--- src/rtl/coffee_machine_controller.sv ---
// Credit-accumulating coffee vending controller; all outputs registered, latency 1, coins bypassed when busy or full.
// Define COFFEE_AUTO_CHANGE_EN to return leftover credit automatically after each dispense.
module coffee_machine_controller #(
   parameter int PRICE       = 100,
   parameter int MAX_CREDIT  = 300,
   parameter int DISP_CYCLES = 4
) (
   input  logic clk,
   input  logic reset,
   input  logic fifty,
   input  logic hundred,
   input  logic coff_out_req,
   input  logic coin_ret_req,
   output logic bypass,
   output logic coff_out,
   output logic coin_ret
);

   localparam int MAX_U = MAX_CREDIT / 50;
   localparam int CW    = $clog2(MAX_U + 1);
   localparam int CNTW  = (DISP_CYCLES > 1) ? $clog2(DISP_CYCLES) : 1;
   localparam logic [CW-1:0] PRICE_U = CW'(PRICE / 50);
   localparam logic [CW:0]   MAX_UW  = (CW+1)'(MAX_U);

   typedef enum logic [1:0] {S_IDLE, S_CREDIT, S_DISPENSE, S_RETURN} state_t;

   state_t          state_q, state_d;
   logic [CW-1:0]   credit_q, credit_d;
   logic [CNTW-1:0] cnt_q, cnt_d;
   logic            bypass_q, bypass_d;
   logic            coff_out_q, coff_out_d;
   logic            coin_ret_q, coin_ret_d;

   logic            acted;
   logic            coin_any;
   logic            coin_ok;
   logic [CW:0]     coin_units;
   logic [CW:0]     sum;

   always_comb begin
      state_d    = state_q;
      credit_d   = credit_q;
      cnt_d      = cnt_q;
      bypass_d   = 1'b0;
      coff_out_d = 1'b0;
      coin_ret_d = 1'b0;
      acted      = 1'b0;
      coin_any   = fifty | hundred;
      coin_ok    = fifty ^ hundred;
      coin_units = (CW+1)'(hundred ? 2 : 1);
      sum        = {1'b0, credit_q} + coin_units;

      case (state_q)
         S_IDLE, S_CREDIT: begin
            if (coin_ret_req && credit_q != '0) begin
               state_d    = S_RETURN;
               coin_ret_d = 1'b1;
               credit_d   = '0;
               acted      = 1'b1;
            end else if (coff_out_req && credit_q >= PRICE_U) begin
               state_d    = S_DISPENSE;
               credit_d   = credit_q - PRICE_U;
               coff_out_d = 1'b1;
               cnt_d      = CNTW'(DISP_CYCLES - 1);
               acted      = 1'b1;
            end
            // A coin competes with any request that was acted on; the request wins.
            if (coin_any) begin
               if (!acted && coin_ok && sum <= MAX_UW) begin
                  credit_d = sum[CW-1:0];
                  state_d  = S_CREDIT;
               end else begin
                  bypass_d = 1'b1;
               end
            end
         end
         S_DISPENSE: begin
            bypass_d = coin_any;
            if (cnt_q != '0) begin
               coff_out_d = 1'b1;
               cnt_d      = cnt_q - 1'b1;
            end else begin
`ifdef COFFEE_AUTO_CHANGE_EN
               if (credit_q != '0) begin
                  state_d    = S_RETURN;
                  coin_ret_d = 1'b1;
                  credit_d   = '0;
               end else begin
                  state_d = S_IDLE;
               end
`else
               state_d = (credit_q != '0) ? S_CREDIT : S_IDLE;
`endif
            end
         end
         S_RETURN: begin
            bypass_d = coin_any;
            state_d  = S_IDLE;
         end
         default: state_d = S_IDLE;
      endcase
   end

   always_ff @(posedge clk or posedge reset) begin
      if (reset) begin
         state_q    <= S_IDLE;
         credit_q   <= '0;
         cnt_q      <= '0;
         bypass_q   <= 1'b0;
         coff_out_q <= 1'b0;
         coin_ret_q <= 1'b0;
      end else begin
         state_q    <= state_d;
         credit_q   <= credit_d;
         cnt_q      <= cnt_d;
         bypass_q   <= bypass_d;
         coff_out_q <= coff_out_d;
         coin_ret_q <= coin_ret_d;
      end
   end

   assign bypass   = bypass_q;
   assign coff_out = coff_out_q;
   assign coin_ret = coin_ret_q;

endmodule

--- config.mk ---
export PLATFORM = sky130hd
export DESIGN_NAME = coffee_machine_controller
export DESIGN_NICKNAME = d
export VERILOG_FILES = /design/src/rtl/coffee_machine_controller.sv
export SDC_FILE = /design/constraint.sdc
export NUM_CORES = 1
export LEC_CHECK = 0
export BUFFER_PORTS_ARGS = -buffer_cell sky130_fd_sc_hd__buf_2
export CORE_MARGIN = 4
export CORE_UTILIZATION = 46
export DETAILED_ROUTE_END_ITERATION = 8
export PLACE_DENSITY_LB_ADDON = 0.05
export SYNTH_ARGS = -nofsm -noshare
export SYNTH_HDL_FRONTEND = slang
export SYNTH_SLANG_ARGS = --single-unit
export TNS_END_PERCENT = 1
--- constraint.sdc ---
create_clock -name clk -period 4.3 [get_ports clk]
set_input_delay 0.645 -clock clk [delete_from_list [all_inputs] [get_ports clk]]
set_output_delay 0.645 -clock clk [all_outputs]
set_load 0.02 [all_outputs]
==> After elaboration in Yosys (flattened, before gate mapping) <==
Cells that the tools add are included.
{ "totals": {"word_cells": 59, "in_bits": 6, "reg_bits": 10} }
{ "op_classes": {"n_reduce_logical": 12, "n_mux": 27, "n_eq_ne": 7, "n_bitwise": 2, "order_cmp": 2, "addsub": 3} }
{ "ops": {"columns": ["cell", "count"], "rows": [
  ["$mux 2", 9],
  ["$mux 3", 4],
  ["$mux 1", 10],
  ["$ne 2x2->1 const B", 4],
  ["$pmux 2 s3", 1],
  ["$add 3x2->4", 1],
  ["$eq 2x2->1 const B", 2],
  ["$le 4x3->1 const B", 1],
  ["$logic_and 1x1->1", 4],
  ["$pmux 1 s2", 2],
  ["$pmux 2 s2", 1],
  ["$reduce_and 4->1", 1],
  ["$reduce_bool 2->1", 2],
  ["$reduce_or 2->1", 2],
  ["$ge 3x2->1 const B", 1],
  ["$reduce_bool 3->1", 1],
  ["$sub 3x2->3 const B", 1],
  ["$eq 2x1->1 const B", 1],
  ["$logic_not 2->1", 1],
  ["$sub 2x1->2 const B", 1],
  ["$logic_not 1->1", 1],
  ["$or 1x1->1", 1],
  ["$xor 1x1->1", 1]
]} }

==> Depth between registers and ports, before layout <==
{ "logic_depth": {"depth_word": 11, "mapped_depth": 9} }

==> Worst setup path before layout <==
Ideal clock, no wire load.
{ "synth_path": {"path_type": "input to register", "start": "input port hundred", "end": "register credit_q[2]", "path_buffers": 0, "arrival_ps": 2251, "t_required_ps": 4231, "cell_stages": 9, "setup_time_ps": 69, "setup_slack_ps": 1981, "cell_sequence": "inv_1 ha_1 inv_1 fa_1 xnor2_1 nand3b_1 nand4_4 or4_1 nand3_1"} }
{ "synth_via": {"elab_chain_len": 6} }
{ "synth_lines": {"columns": ["element", "line_no", "source"], "rows": [
  ["from (decl)", "11", "input logic hundred,"],
  ["$mux 2", "50", "coin_units = (CW+1)'(hundred ? 2 : 1);"],
  ["$add 3x2->4", "51", "sum = {1'b0, credit_q} + coin_units;"],
  ["$le 4x3->1", "69", "if (!acted && coin_ok && sum <= MAX_UW) begin"],
  ["$logic_and 1x1->1", "69", null],
  ["$mux 3", "69", null],
  ["$mux 3 (*)", "68", "if (coin_any) begin"],
  ["to (signal assigned)", "114", "credit_q <= credit_d;"],
  ["to (decl)", "28", "logic [CW-1:0] credit_q, credit_d;"]
]} }
Mark *: on every way between the ends. The rest lies on a longest branch, timed or not.
A chain may end at the register's enable or synchronous reset.

==> Final worst setup path <==
Ends and elaborated chain as after synthesis.

==> metrics.md <==
| Metric | Value |
|---|---|
| Largest net degree at the start of global routing | `14` |
| Max Slew Vio Count | `0` |
| CTS Root Cell | `clkbuf_4` |
| Final Setup Violations | `0` |
| Initial antenna violation count | `0` |
| Critical path type | `primary input to flop` |
| Switching Share | `0.428` |
| Worst Hold Class | `primary input to async pin` |
| Layout net count | `93` |
| HPWL Detailed | `927 um` |
| Seq/Total Area, Yosys | `0.362` |
| Vias in the first global route | `506` |
| Max-cap viol count | `0` |
| Layout Skew | `0.00497 ns` |
| Crit share post-route | `0.547` |
| # DRC | `0` |
| Postcts setup bufs | `0` |
| Leakage | `0.360 nW` |
| Post-CTS sizing | `0` |
| Seq cells post-synth | `10` |
| Area Overhead vs Synth | `9.58%` |
| Logic gate share of total power | `0.514` |
| Clock power frac | `0.123` |
| Unrepaired setup endpoints after global routing | `false` |
| Flop pwr share | `0.363` |
| Cell Count, Final, Fillers Out | `94` |
| Worst skew pair latency | `0.26 ns` |
| CP Launch Type | `primary input` |
| Status | `finished clean` |
| Via count | `519` |
| Min Tclk post-route | `2.35 ns` |
| Main synth FF type | `dfrtp_1` |
| Post-synthesis async set-or-reset flop share | `1.00` |
| Initial DRT Pass Iterations | `4` |
| Post-synthesis cell area | `692 um^2` |
| Global-route wire length before repair | `2190 um` |
| Commonest non-fill, non-tap cell in the layout | `dfrtp_1` |
| Die area | `2190 um^2` |
| Synth Warn # | `0` |
| GRT Total Usage | `0.143` |
| Worst slack at placement | `1.69 ns` |
| Final WL | `1230 um` |
| Via density | `5.52` |
| Hold Buf Count CTS | `0` |
| Reg2Reg Launch Point | `credit_q[0]` |
| Most frequent cells in the layout | `dfrtp_1, inv_1, buf_2` |
| Number of clock sinks | `10` |
| Share of cells above drive strength 1 | `0.190` |
| Die H | `46.8 um` |
| Core area | `1370 um^2` |
| Critical Path AT | `2.54 ns` |
| Dpl cells | `91` |
| Antenna viol nets, final | `0` |
| Die Wd | `46.8 um` |
| Worst setup margin | `1.95 ns` |
| Worst slew margin | `0.732` |
| Worst VDD drop | `0.276 mV` |
| Mapped Cells | `70` |
| Power Dens Cells | `663 nW/um^2` |
| Sum of negative setup slack | `0 ns` |
| Hold Fails Final Rpt | `0` |
| Highest Clock Rate | `425 MHz` |
| Starting Density | `0.506` |
| CP Launch Point | `hundred` |
| Clk slew on worst S/H paths | `0.06 ns` |
| Fin Hold WS | `0.345 ns` |
| RD Place Congestion | `0.839` |
| Syn nets | `82` |
| Wire per inst | `13.0 um` |
| Post-synth EDFFs | `0` |
| Antenna cells | `0` |
| Crit Path Max Fanout | `8` |
| Crit. End Element | `flop` |
| Top-Level Pins | `9` |
| Worst slew pin tran | `0.401 ns` |
| Num rows | `13` |
| Avg Inst Size Synth | `9.88 um^2` |
| CTS Buffer Depth | `2` |
| Cell internal pwr | `288 uW` |
| CTS tree | `done` |
| IO buf count | `8` |
| DRT iter0 DRCs | `7` |
| Grt ovf | `0` |
| CTS buffer count | `3` |
| Utilization of the core after routing | `0.555` |
| H-tree levels | `1` |
| Switching pwr | `215 uW` |
| WP data required | `4.49 ns` |
| Post-synthesis cell type count | `36` |
[synthesized netlist by cell type, types with 4 or more instances]
master | count | area [um^2]
nor2_1 | 7 | 26.3
inv_1 | 9 | 33.8
nor2b_1 | 5 | 31.3
dfrtp_1 | 10 | 250
ha_1 | 5 | 62.6
nand2_1 | 4 | 15.0
[cell type report]
type / instances / area (um^2)
clock buffer: 3 / 22.5
sequential: 10 / 250
multi-input combinational: 49 / 393
fill: 135 / 608
inverter: 9 / 33.8
tap: 15 / 18.8
timing repair buffer: 8 / 40.0
[stage by stage]
stage | cell area [um^2] | total power [mW]
finish | 758 | 0.503
global route | 758 | 0.555
CTS | 758 | 0.508
detailed placement | 736 | 0.442
global placement | 736 | 0.441
floorplan | 692 | 0.392
[logic make-up (layout without fill, tap and decap cells)]
group                    Yosys count  in the layout  synth area share
buffers and inverters             11             20            0.0705
XOR/XNOR                           1              1            0.0127
flip-flops                        10             10             0.362
AO/OA/AOI/OAI                     13             13             0.145
AND/OR/NAND/NOR                   27             27             0.260
multiplexers                       2              2            0.0307
adder cells (fa/ha/maj)            6              6             0.119
[state kept, by name (all words and copies together) (netlist names)]
signal and cells:
credit_q 3, cnt_q 2, coin_ret 1, state_q 2, coff_out 1, bypass 1
[power by group through the flow]
stage / logic [mW] / registers, mW / clock network [mW]
2_1_floorplan: 0.222 / 0.170 / 0
5_1_grt: 0.296 / 0.189 / 0.0703
6_report: 0.258 / 0.182 / 0.0618
3_3_place_gp: 0.256 / 0.184 / 0
3_5_place_dp: 0.259 / 0.183 / 0
4_1_cts: 0.261 / 0.182 / 0.0649
[layer usage]
metal  share of wire  vias to the layer above  global-route usage
met1            0.49                      237               0.175
met2            0.45                       12               0.228
met3           0.038                        4              0.0230
li1                -                      266                   -
met4           0.022                        0              0.0994
met5               0                        -                   0
[critical path, cell delays in order]
cell and delay [ns]:
buf_2 0.11, inv_1 0.11, ha_1 0.18, inv_1 0.05, fa_1 0.41, xnor2_1 0.15, nand3b_1 0.16, nand4_4 0.17
or4_1 0.44, nand3_1 0.11
[path summary, 6_finish.rpt]
check                              end  slack, ns  depth (start not counted)
max reg2reg                credit_q[2]       2.06                          8
max                        credit_q[2]       1.95                         10
min reg2reg                   cnt_q[1]       0.51                          1
max in group asynchronous     cnt_q[1]       3.68                          2
min                           coin_ret       0.34                          2
min in group clk              cnt_q[1]       0.51                          1
(Power assumes the default switching activity.)
